==> src/rtl/rx_cmd_pkg.sv <==
// Shared constants and state encoding for the UART command sequencer.
// Opcodes are full bytes; operand addresses are register-file slots for the ALU.
package rx_cmd_pkg;

  localparam logic [7:0] CMD_WR      = 8'hAA;
  localparam logic [7:0] CMD_RD      = 8'hBB;
  localparam logic [7:0] CMD_ALU_OP  = 8'hCC;
  localparam logic [7:0] CMD_ALU_NOP = 8'hDD;

  localparam int OPA_ADDR = 0;
  localparam int OPB_ADDR = 1;

  typedef enum logic [3:0] {
    S_IDLE,
    S_WR_ADDR,
    S_WR_DATA,
    S_RD_ADDR,
    S_RD_WAIT,
    S_ALU_A,
    S_ALU_B,
    S_ALU_FN,
    S_ALU_WAIT,
    S_TX_LO,
    S_TX_HI
  } state_t;

endpackage

==> src/rtl/rx_cmd_ctrl.sv <==
// Command sequencer: parses RX byte frames into register-file and ALU operations
// and returns read data / ALU results to the transmitter one byte at a time.
//
// state      | meaning
// IDLE       | waiting for an opcode byte
// WR_ADDR    | write frame, expecting address
// WR_DATA    | write frame, expecting data
// RD_ADDR    | read frame, expecting address
// RD_WAIT    | waiting for register-file read data
// ALU_A      | ALU frame, expecting operand A
// ALU_B      | ALU frame, expecting operand B
// ALU_FN     | ALU frame, expecting function byte
// ALU_WAIT   | waiting for ALU result
// TX_LO      | offering low result byte
// TX_HI      | offering high result byte
module rx_cmd_ctrl
  import rx_cmd_pkg::*;
#(
  parameter int DATA_WIDTH = 8,
  parameter int ADDR_WIDTH = 4
) (
  input  logic                    CLK,
  input  logic                    RST,
  input  logic [DATA_WIDTH-1:0]   RX_P_DATA,
  input  logic                    RX_D_VLD,
  output logic                    WrEn,
  output logic                    RdEn,
  output logic [ADDR_WIDTH-1:0]   Address,
  output logic [DATA_WIDTH-1:0]   WrData,
  input  logic [DATA_WIDTH-1:0]   RdData,
  input  logic                    RdData_Valid,
  output logic                    ALU_EN,
  output logic [3:0]              ALU_FUN,
  input  logic [2*DATA_WIDTH-1:0] ALU_OUT,
  input  logic                    OUT_Valid,
  output logic                    CLK_EN,
  output logic [DATA_WIDTH-1:0]   TX_P_DATA,
  output logic                    TX_D_VLD,
  input  logic                    TX_BUSY,
  output logic                    CMD_ERR
);

  state_t                  state_q, state_d;
  logic                    wr_en_q, wr_en_d;
  logic                    rd_en_q, rd_en_d;
  logic                    alu_en_q, alu_en_d;
  logic                    clk_en_q, clk_en_d;
  logic                    cmd_err_q, cmd_err_d;
  logic [ADDR_WIDTH-1:0]   addr_q, addr_d;
  logic [ADDR_WIDTH-1:0]   frm_addr_q, frm_addr_d;
  logic [DATA_WIDTH-1:0]   wdata_q, wdata_d;
  logic [3:0]              fun_q, fun_d;
  logic [DATA_WIDTH-1:0]   txd_q, txd_d;
  logic [2*DATA_WIDTH-1:0] res_q, res_d;
  logic                    len2_q, len2_d;
  logic                    tx_acc;

  assign tx_acc    = ((state_q == S_TX_LO) || (state_q == S_TX_HI)) && !TX_BUSY;
  assign TX_D_VLD  = tx_acc;
  assign WrEn      = wr_en_q;
  assign RdEn      = rd_en_q;
  assign ALU_EN    = alu_en_q;
  assign CLK_EN    = clk_en_q;
  assign CMD_ERR   = cmd_err_q;
  assign Address   = addr_q;
  assign WrData    = wdata_q;
  assign ALU_FUN   = fun_q;
  assign TX_P_DATA = txd_q;

  always_comb begin
    state_d    = state_q;
    wr_en_d    = 1'b0;
    rd_en_d    = 1'b0;
    alu_en_d   = 1'b0;
    cmd_err_d  = 1'b0;
    addr_d     = addr_q;
    frm_addr_d = frm_addr_q;
    wdata_d    = wdata_q;
    fun_d      = fun_q;
    txd_d      = txd_q;
    res_d      = res_q;
    len2_d     = len2_q;

    unique case (state_q)
      S_IDLE: begin
        if (RX_D_VLD) begin
          if (RX_P_DATA == DATA_WIDTH'(CMD_WR))           state_d = S_WR_ADDR;
          else if (RX_P_DATA == DATA_WIDTH'(CMD_RD))      state_d = S_RD_ADDR;
          else if (RX_P_DATA == DATA_WIDTH'(CMD_ALU_OP))  state_d = S_ALU_A;
          else if (RX_P_DATA == DATA_WIDTH'(CMD_ALU_NOP)) state_d = S_ALU_FN;
          else                                            cmd_err_d = 1'b1;
        end
      end
      // Frame address is kept apart from Address so the output holds until the strobe.
      S_WR_ADDR: begin
        if (RX_D_VLD) begin
          frm_addr_d = RX_P_DATA[ADDR_WIDTH-1:0];
          state_d    = S_WR_DATA;
        end
      end
      S_WR_DATA: begin
        if (RX_D_VLD) begin
          wr_en_d = 1'b1;
          addr_d  = frm_addr_q;
          wdata_d = RX_P_DATA;
          state_d = S_IDLE;
        end
      end
      S_RD_ADDR: begin
        if (RX_D_VLD) begin
          rd_en_d = 1'b1;
          addr_d  = RX_P_DATA[ADDR_WIDTH-1:0];
          state_d = S_RD_WAIT;
        end
      end
      S_RD_WAIT: begin
        if (RdData_Valid) begin
          res_d   = {{DATA_WIDTH{1'b0}}, RdData};
          len2_d  = 1'b0;
          txd_d   = RdData;
          state_d = S_TX_LO;
        end
      end
      S_ALU_A: begin
        if (RX_D_VLD) begin
          wr_en_d = 1'b1;
          addr_d  = ADDR_WIDTH'(OPA_ADDR);
          wdata_d = RX_P_DATA;
          state_d = S_ALU_B;
        end
      end
      S_ALU_B: begin
        if (RX_D_VLD) begin
          wr_en_d = 1'b1;
          addr_d  = ADDR_WIDTH'(OPB_ADDR);
          wdata_d = RX_P_DATA;
          state_d = S_ALU_FN;
        end
      end
      S_ALU_FN: begin
        if (RX_D_VLD) begin
          alu_en_d = 1'b1;
          fun_d    = RX_P_DATA[3:0];
          state_d  = S_ALU_WAIT;
        end
      end
      S_ALU_WAIT: begin
        if (OUT_Valid) begin
          res_d   = ALU_OUT;
          len2_d  = 1'b1;
          txd_d   = ALU_OUT[DATA_WIDTH-1:0];
          state_d = S_TX_LO;
        end
      end
      S_TX_LO: begin
        if (tx_acc) begin
          txd_d   = len2_q ? res_q[2*DATA_WIDTH-1:DATA_WIDTH] : res_q[DATA_WIDTH-1:0];
          state_d = len2_q ? S_TX_HI : S_IDLE;
        end
      end
      S_TX_HI: begin
        if (tx_acc) state_d = S_IDLE;
      end
      default: state_d = S_IDLE;
    endcase

    // Bytes arriving while a response is pending are dropped.
    if (RX_D_VLD && ((state_q == S_RD_WAIT) || (state_q == S_ALU_WAIT) ||
                     (state_q == S_TX_LO)   || (state_q == S_TX_HI)))
      cmd_err_d = 1'b1;

    clk_en_d = (state_d == S_ALU_FN) || (state_d == S_ALU_WAIT);
  end

  always_ff @(posedge CLK) begin
    if (RST) begin
      state_q    <= S_IDLE;
      wr_en_q    <= 1'b0;
      rd_en_q    <= 1'b0;
      alu_en_q   <= 1'b0;
      clk_en_q   <= 1'b0;
      cmd_err_q  <= 1'b0;
      addr_q     <= '0;
      frm_addr_q <= '0;
      wdata_q    <= '0;
      fun_q      <= '0;
      txd_q      <= '0;
      res_q      <= '0;
      len2_q     <= 1'b0;
    end else begin
      state_q    <= state_d;
      wr_en_q    <= wr_en_d;
      rd_en_q    <= rd_en_d;
      alu_en_q   <= alu_en_d;
      clk_en_q   <= clk_en_d;
      cmd_err_q  <= cmd_err_d;
      addr_q     <= addr_d;
      frm_addr_q <= frm_addr_d;
      wdata_q    <= wdata_d;
      fun_q      <= fun_d;
      txd_q      <= txd_d;
      res_q      <= res_d;
      len2_q     <= len2_d;
    end
  end

endmodule

==> config.mk <==
export PLATFORM = sky130hd
export DESIGN_NAME = rx_cmd_ctrl
export DESIGN_NICKNAME = d
export VERILOG_FILES = /design/src/rtl/rx_cmd_pkg.sv /design/src/rtl/rx_cmd_ctrl.sv
export SDC_FILE = /design/constraint.sdc
export NUM_CORES = 1
export LEC_CHECK = 0
export ABC_AREA = 1
export BUFFER_PORTS_ARGS = -buffer_cell sky130_fd_sc_hd__buf_2
export CAP_MARGIN = 20
export CORE_UTILIZATION = 45
export CTS_CLUSTER_DIAMETER = 120
export DETAILED_ROUTE_END_ITERATION = 7
export GPL_ROUTABILITY_DRIVEN = 0
export PLACE_DENSITY = 0.7
export SYNTH_ARGS = -nofsm -noshare
export SYNTH_HDL_FRONTEND = slang
export SYNTH_SLANG_ARGS = --single-unit
==> constraint.sdc <==
create_clock -name CLK -period 2.5 [get_ports CLK]
set_clock_uncertainty 0.1 [all_clocks]
set_input_delay 0.25 -clock CLK [delete_from_list [all_inputs] [get_ports CLK]]
set_output_delay 0.25 -clock CLK [all_outputs]
set_load 0.01 [all_outputs]
==> Word-level counts from Yosys, hierarchy flattened <==
Cells that the tools add are included.
{ "op_classes": {"n_addsub": 0, "n_mul": 0, "div": 0, "n_lt_le_gt_ge": 0, "eq_ne": 23, "shift": 0, "muxes": 41, "bitwise_logic": 3, "reduce_logical": 22} }
{ "ops": {"columns": ["cell", "n"], "rows": [
  ["two-way mux 4 bit", 20],
  ["case mux 4 bit (11 select lines)", 1],
  ["equality test 8 bit (second input constant)", 4],
  ["two-way mux 16 bit", 2],
  ["two-way mux 8 bit", 4],
  ["case mux 16 bit (2 select lines)", 1],
  ["case mux 8 bit (3 select lines)", 1],
  ["equality test 4 x 3 -> 1 bit (second input constant)", 5],
  ["equality test 4 bit (second input constant)", 4],
  ["case mux 4 bit (4 select lines)", 1],
  ["inequality test 2 bit (second input constant)", 7],
  ["two-way mux 1 bit", 10],
  ["equality test 4 x 2 -> 1 bit (second input constant)", 2],
  ["AND reduction 2 bit", 3],
  ["OR reduction 2 bit", 3],
  ["logical OR 1 bit", 5],
  ["AND reduction 5 bit", 1],
  ["equality test 4 x 1 -> 1 bit (second input constant)", 1],
  ["logical NOT 4 bit", 1],
  ["AND reduction 4 bit", 1],
  ["nonzero test 4 bit", 1],
  ["inverter 1 bit", 3],
  ["AND reduction 3 bit", 1],
  ["nonzero test 3 bit", 1],
  ["other kinds (5)", 6]
]} }
{ "totals": {"reg_bits": 54, "latch_bits": 0, "ramBits": 0, "mem_bits_ro": 0, "wordCells": 102, "n_memories": 0} }

==> Logic depth before layout (Yosys ltp) <==
Gate-level depths: netlist (run 1).
{ "logic_depth": {"depth_word": 9, "ltp_mapped": 12} }

==> Worst setup path after synthesis (run 1) <==
Ideal clock, no wire load.
{ "synth_path": {"path_kind": "register -> register", "from": "register state_q[1]", "to": "register txd_q[0], in the netlist TX_P_DATA[0]", "t_arrival_ps": 1289, "required_time_ps": 2284, "path_slack_ps": 995, "stages_incl_launch_ff": 10, "n_path_buf": 0, "cell_sequence": "dfxtp_1 > nor2_2 > inv_2 > nor2_8 > inv_6 > nor2_4 > nor3_4 > inv_2 > nor2_1 > nor2_1"} }
{ "synth_between": {"elab_chain_len": 5, "word_cells_on_any_way": 12, "classes_between": "eq/ne (7); mux (1); reduce/logical (4)"} }
{ "synth_lines": {"columns": ["item", "line_no", "rtl"], "rows": [
  ["start, declared", "rx_cmd_ctrl.sv:43", "state_t state_q, state_d;"],
  ["start signal, assigned", "rx_cmd_ctrl.sv:191", "state_q <= state_d;"],
  ["equality test 4 bit (on tied branches)", "rx_cmd_ctrl.sv:58, rx_cmd_ctrl.sv:84", null],
  ["logical OR 1 bit", "rx_cmd_ctrl.sv:58", "assign tx_acc = ((state_q == S_TX_LO) || (state_q == S_TX_HI)) && !TX_BUSY;"],
  ["logical AND 1 bit", "rx_cmd_ctrl.sv:58", null],
  ["inequality test 2 bit (no source line)", null, null],
  ["AND reduction 4 bit (no source line)", null, null],
  ["end signal, assigned", "rx_cmd_ctrl.sv:201", "txd_q <= txd_d;"],
  ["end, declared", "rx_cmd_ctrl.sv:53", "logic [DATA_WIDTH-1:0] txd_q, txd_d;"]
]} }
Parallel ways exist; a longest one is shown, timed or not.
A chain may end at the register's enable or synchronous reset.

==> Worst setup path in the final report (run 1) <==
{ "layout_path": {"from": "register state_q[0]", "to": "output TX_D_VLD"} }
{ "layout_between": {"elab_chain_len": 3, "word_cells_on_any_way": 4, "classes_between": "eq/ne (2); reduce/logical (2)"} }
{ "layout_lines": {"columns": ["item", "line_no", "rtl"], "rows": [
  ["equality test 4 bit", "rx_cmd_ctrl.sv:58", null],
  ["logical OR 1 bit *", "rx_cmd_ctrl.sv:58", null],
  ["logical AND 1 bit *", "rx_cmd_ctrl.sv:58", null],
  ["end, declared", "rx_cmd_ctrl.sv:38", "output logic TX_D_VLD,"]
]} }
Every way passes the cells marked *; elsewhere a longest branch is shown, timed or not.

==> results.md, run 1 <==
- The run finished with clean final reports.
- The number of top-level pins is 68.
- The relative slew slack is 67.87%.
- The post-route worst setup slack is 0.3510 ns.
- The number of hold-slack violations in the final timing report is 0.
- The tree is rooted in a clkbuf_8.
- The cell row count is 27.
- The largest vdd supply drop is 0.2823 mV.
- The setup check on the worst reg-to-reg path leaves a slack of 0.55 ns.
- The growth of design area from synthesis to finish is 17.16%.
- The H-tree was split into 2 levels.
- The wire length on met2 is 2.764 mm.
- At the pin with the least slew margin, the transition time is 0.4814 ns.
- The number of violations of the max-capacitance limit is 0.
- The number of iterations in the first detailed-routing pass is 4.
- The routed wire length per instance is 12.58 um.
- The clock edge transition at the registers on the reported setup and hold paths is 0.11 ns.
- The number of antenna diodes is 0.
- The number of nets in the synthesized netlist is 410.
- The sequential area share after synthesis is 40.97%.
- The startpoint of the worst setup timing path is state_q[0]$_SDFF_PP0_.
- Of all cell types, the one taking the most synthesized area is dfxtp_1.
- The number of warnings issued by yosys is 0.
- The global-route usage over all layers is 22.41%.
- The critical path in this run is classified as reg -> out.
- The clock passes through at most 2 buffers.
- After detailed routing, the number of vias per cell comes to 5.045.
- Leaving out fill and tap cells, the most frequent cells in the layout are nand2_1, buf_2, dfxtp_1, nor2_1, o21ai_0.
- The most common library cell in the layout ignoring fill and taps is nand2_1.
- The core box area is 0.005574 mm2.
- Dividing total power by cell area gives a power density of 530.7 mW/mm2.
- Prior to clock tree synthesis, the placed netlist has a worst setup slack of 0.5852 ns.
- The number of cells on the worst reg-to-reg path is 10.
- After global routing the overflow that remains totals 0.
- Detailed placement ended at an HPWL of 4.845 mm.
- The post-route DRC violation count is 0.
- Data on the critical path arrives at its endpoint at 1.80 ns.
- The later pin in the worst-skew pair is clocked with a latency of 0.31 ns.
- The chip width is 78.58 um.
- The timing-limited maximum frequency is 0.4653 GHz.
- Setup violations remaining at the end of the flow were counted as 0.
- STA classifies the critical path endpoint as an output port.
- The wire length of the first global-routing pass is 10.86 mm.
- The post-CTS resize count is 0.
- The number of routed nets with antenna violations is 0.
- For this block, wires on met1 add up to 3.200 mm.
- Setup repair after global routing left no endpoint under its margin.
- The beginning of the worst register-to-register path is state_q[0]$_SDFF_PP0_.
- The capture point of the worst reg-to-reg path is TX_P_DATA[2]$_SDFFE_PP0P_.
- The first routing iteration left 228 violations.
- During placement, the flow inserted port buffers numbering 67.
- The clock tree from TritonCTS is built.
- After detailed routing, no signal wire sits above met4.
- The net count of the finished layout is 473.
- The average instance in the mapped netlist occupies 7.093 um2.
- The number of buffers added by the clock tree synthesis step is 5.
- The number of distinct standard cells referenced by the synthesized netlist is 31.
- The last element of the critical path is TX_D_VLD.
- Post-CTS timing repair inserted 0 buffers for setup.
- The sum of routed wire length over all layers is 6.389 mm.
- The fraction of layout instances using a drive strength above 1 is 25.69%.
- The clock sink count is 54.
- The initial antenna violation count is 0.
- The die outline area is 0.006174 mm2.
- In this run the vertical extent of the chip is 78.58 um.
- STA classifies the critical path startpoint as a register.
- The post-synth design cell area is 0.002639 mm2.
- The initial standard-cell utilization of the core is 47.34%.
- In the finished design, the share of the clock period the worst path needs comes to 85.96%.
- The maximum net fanout on the critical path is 11.
- The total length of routed met3 wires is 365 um.
- STA puts the critical path data required time at 2.15 ns.
- The number of storage elements in the synthesis netlist is 54.
- The tightest min-delay check is of the in -> reg type.
- Ranked by total cell area, the synthesized netlist is headed by dfxtp_1, nand2_1, o21ai_0, nor2_1, a21oi_1.
- The worst path needs 2.149 ns of the cycle, external delays included.
- In this run the biggest area consumer among cell types represents 40.97% of the synthesized area.
- The pin count of the biggest net entering global routing is 32.
- Buffers inserted to repair hold after CTS numbered 0.
- For this design the static power due to leakage is 1.501 nW.
- The routed via count is 2,563.
- The via count of the first global-routing pass is 2,367.
- The summed negative setup slack over all endpoints is 0 ns.
- The number of pins with negative max-slew slack in the final report is 0.
- The cell count after synthesis came out at 372.
## worst max-delay path: stages (launching register included)
cell and delay, ns:
dfxtp_1 0.45, inv_2 0.07, nor2_2 0.18, inv_1 0.07
nor2_2 0.38, nor2_1 0.09, nor2_1 0.11, buf_2 0.14
## routing by layer
metal	up-vias	global-route usage, %
met2	72	34.26
met3	6	3.953
met4	0	6.481
li1	1351	-
met1	1134	31.99
met5	-	0
## sequential cells by signal, indices dropped and copies added, names as in the netlist, 4 cells and up
register,cells
ALU_FUN,4
Address,4
TX_P_DATA,8
WrData,8
frm_addr_q,4
res_q,16
state_q,4
## final cells by class
class	instances	area [um2]
fill	545	2482
inverter	30	117.6
clock inverter	3	25.02
clock buffer	5	68.82
sequential	54	1081
timing repair buffer	68	342.8
tap	72	90.09
multi-input combinational	276	1366
## worst min path at each step
stage,start,end,cells past startpoint
after floorplan,RX_P_DATA[5],WrData[5]$_SDFFE_PP0P_,2
after global placement,res_q[15]$_SDFFE_PP0P_,res_q[15]$_SDFFE_PP0P_,2
after detailed placement,res_q[12]$_SDFFE_PP0P_,res_q[12]$_SDFFE_PP0P_,2
after CTS,RX_P_DATA[5],WrData[5]$_SDFFE_PP0P_,3
after global routing,RX_P_DATA[6],WrData[6]$_SDFFE_PP0P_,3
final,RX_P_DATA[5],WrData[5]$_SDFFE_PP0P_,3
## cell usage after synthesis (all sizes together)
cell     n
a21oi   31
clkbuf   6
a211oi   1
and2     1
a31oi    9
nor2    55
nand3   29
nor3     3
o21ai   41
o21bai   1
buf      6
nand2   93
a22oi    3
dfxtp   54
o31ai    1
inv     30
mux2     7
o22ai    1
## metrics by stage
step           util (%)  hold slack (ns)  power, mW  cells  cell area (um2)
3_5_place_dp      53.78           0.3581      1.154    500             2998
5_1_grt           55.47           0.1015      1.718    508             3092
2_1_floorplan         -           0.2983      1.071    372             2639
4_1_cts           55.47          0.08537      1.659    508             3092
6_report          55.47          0.09252      1.641    508             3092
3_3_place_gp      53.78           0.3539      1.152    500             2998
## where the power goes
part / internal [mW] / leakage, nW / switching, mW / total [mW]
Sequential: 0.890 / 0.437 / 0.0179 / 0.908
Clock: 0.203 / 0.0447 / 0.303 / 0.506
Combinational: 0.0855 / 1.02 / 0.142 / 0.227
## logic make-up after synthesis
| logic type | Yosys count | share of synthesized area, % |
|---|---|---|
| mux | 7 | 2.987 |
| buf+inv | 42 | 7.255 |
| flops | 54 | 40.97 |
| compound gates | 88 | 18.30 |
| simple gates | 181 | 30.49 |
No activity file was read; power rests on OpenSTA's default activity.
==> run 2, diff against run 1 <==
--- a/config.mk
+++ b/config.mk
@@ -9,6 +9,7 @@
 export BUFFER_PORTS_ARGS = -buffer_cell sky130_fd_sc_hd__buf_2
 export CAP_MARGIN = 20
 export CORE_UTILIZATION = 45
+export CTS_BUF_LIST = sky130_fd_sc_hd__clkbuf_2
 export CTS_CLUSTER_DIAMETER = 120
 export DETAILED_ROUTE_END_ITERATION = 7
 export GPL_ROUTABILITY_DRIVEN = 0
==> results.md, run 2 (synthesis gave the netlist of run 1 again) <==
- The register with the most flip-flops in the final layout is res_q.
- The shortest period the worst path allows came to 2.347 ns (+0.1983 ns).
- The required time of the critical path is 2.81 ns (+0.66 ns).
- The relative slew slack is 70.42% (+2.6 points).
- The clock edge transition at the registers on the reported setup and hold paths was 0.30 ns (+0.19 ns).
- The number of flip-flops in the largest register is 16 (unchanged).
- The initial standard-cell utilization of the core is 47.34% (unchanged).
- The die boundary height was 78.58 um (unchanged).
- The growth of design area from synthesis to finish is 27.83%.
- The summed negative setup slack over all endpoints was 0 ns (unchanged).
- The run finished with clean final reports.
- The wire length of the first global-routing pass was 11.66 mm (+7.4%).
- The maximum net fanout on the critical path is 19 (+8).
- The clock network latency to the later pin of the worst-skew pair was 0.45 ns (+0.14 ns).
- The fraction of the cycle the final worst path needs was 93.89% (+7.9 points).
- The clock sink count came to 54 (unchanged).
- The startpoint class of the critical path is a register.
- The static power due to leakage is 1.642 nW (+9.4%).
- The path class of the tightest hold or removal check is in -> reg.
- The post-route worst setup slack is 0.1528 ns (-0.1983 ns).
- The core box area was 0.005574 mm2 (unchanged).
- Clock tree synthesis selected as its root buffer the cell clkbuf_2.
- The sum of routed wire length over all layers was 6.955 mm (+8.9%).
- The number of iterations in the first detailed-routing pass came to 5 (+1).
- The routed wire length per instance is 12.88 um (+2.4%).
- The area taken by multi-input logic gates is 0.001371 mm2 (+0.37%).
- The chip width is 78.58 um (unchanged).
- The number of buffers added by the clock tree synthesis step came to 5 (unchanged).
- The register area is 0.001081 mm2 (unchanged).
- The critical path in this run is classified as reg -> reg.
- The clock tree from TritonCTS is built.
- The number of antenna diodes was 0 (unchanged).
- The critical path endpoint category is a register.
- The post-route DRC violation count is 0 (unchanged).
- The power per standard cell area is 458.7 mW/mm2 (-14%).
- The cell row count is 27 (unchanged).
- The number of violations of the max-capacitance limit is 0 (unchanged).
- The detail-routed via count per cell is 5.044 (about the same).
- The worst setup timing slack at the placement stage came to 0.5852 ns (unchanged).
- The largest vdd supply drop is 0.2647 mV (-6.2%).
- The number of pins with negative max-slew slack in the final report is 0 (unchanged).
- The number of input and output port buffers inserted came to 67 (unchanged).
- The via count of the first global-routing pass was 2,540 (+7.3%).
- The final number of setup-violating endpoints was 0 (unchanged).
- The global route total overflow is 0 (unchanged).
- The number of top-level pins is 68 (unchanged).
- The die outline area was 0.006174 mm2 (unchanged).
- Setup repair after global routing left no endpoint under its margin.
- The initial antenna violation count came to 0 (unchanged).
- The total number of nets in the final design was 505 (+6.8%).
- The library cell used most frequently in the layout, excluding fill and tap cells, is nand2_1.
- The routed via count was 2,724 (+6.3%).
- The depth of the CTS H-tree is 2 (unchanged).
- The pin count of the biggest net entering global routing was 32 (unchanged).
- The post-route non-filler standard cell count was 540 (+6.3%).
- The timing-limited maximum frequency was 0.4260 GHz (-8.4%).
- The number of hold-slack violations in the final timing report is 0 (unchanged).
- The total half-perimeter wirelength after legalization and detailed placement is 4.845 mm (unchanged).
- The fraction of layout instances using a drive strength above 1 is 23.93% (-1.8 points).
- The worst endpoint data arrival time is 2.66 ns (+0.86 ns).
- The number of design-rule violations left by the first detailed-router iteration is 244 (+7.0%).
- The transition time at the pin with the least slew margin is 0.4431 ns (-0.03836 ns).
- The library cells used most frequently in the layout, excluding fill and tap cells, are nand2_1, buf_2, dfxtp_1, nor2_1, o21ai_0.
- The global-route usage over all layers is 24.11% (+1.7 points).
- The total instance count after detailed placement was 500 (unchanged).
- The number of filler instances in the final layout came to 515 (-5.5%).
- The buffer depth of the longest clock path is 2 (unchanged).
- The number of routed nets with antenna violations was 0 (unchanged).
- The power consumption is 1.547 mW (-5.7%).
## run 2: where the power goes
group	switching [mW]	internal, mW
clock	0.296	0.0748
sequential	0.0182	0.894
combinational	0.151	0.113
## run 2: final timing paths
check	start	endpoint	slack (ns)	depth (start not counted)
setup / recovery	state_q[3]$_SDFF_PP0_	res_q[5]$_SDFFE_PP0P_	0.15	9
hold reg to reg	ALU_FUN[1]$_SDFFE_PP0P_	ALU_FUN[1]$_SDFFE_PP0P_	0.38	2
setup reg to reg	state_q[3]$_SDFF_PP0_	res_q[5]$_SDFFE_PP0P_	0.15	9
hold / removal	ALU_OUT[1]	TX_P_DATA[1]$_SDFFE_PP0P_	0.04	5
## run 2: worst max-delay path, cell delays in order, from the launching register on
cell and delay [ns]:
dfxtp_1 0.48, inv_2 0.07, nor2_4 0.14, inv_2 0.10, nor2_8 0.29, nand2_4 0.09
nand2_4 0.18, o21ai_0 0.10, a31oi_1 0.17, dlygate4sd3_1 0.57
## run 2: metrics by stage
step | util (%) | hold slack [ns] | instance area (um2)
floorplan | - | 0.2983 | 2639
global placement | 53.78 | 0.3539 | 2998
detailed placement | 53.78 | 0.3581 | 2998
CTS | 60.43 | 0.02268 | 3368
global route | 60.52 | 0.0002504 | 3373
finish | 60.52 | 0.04133 | 3373
## run 2: cell type report
cell class	instances	area share, %
multi-input combinational	276	40.65
clock buffer	5	0.7418
inverter	30	3.487
clock inverter	3	0.7418
sequential	54	32.05
tap	72	2.671
timing repair buffer	100	19.66
## run 2: what timing repair did
| item | 4_1_cts | 5_1_grt |
|---|---|---|
| endpoints found under the hold margin | 32 | 0 |
| hold buffers | 32 | 0 |
| gates resized for setup | 0 | 1 |
| setup buffers | 0 | 0 |
| endpoints found under the setup margin | 0 | 1 |
## run 2: layer usage
layer	up-vias	share of wire (%)	track usage [%]	routed length, um
met2	90	45	38.17	3150
met1	1208	48	33.12	3345
met3	8	5.4	4.302	376
met5	-	0	0	0
li1	1418	-	-	-
met4	0	1.2	7.407	83
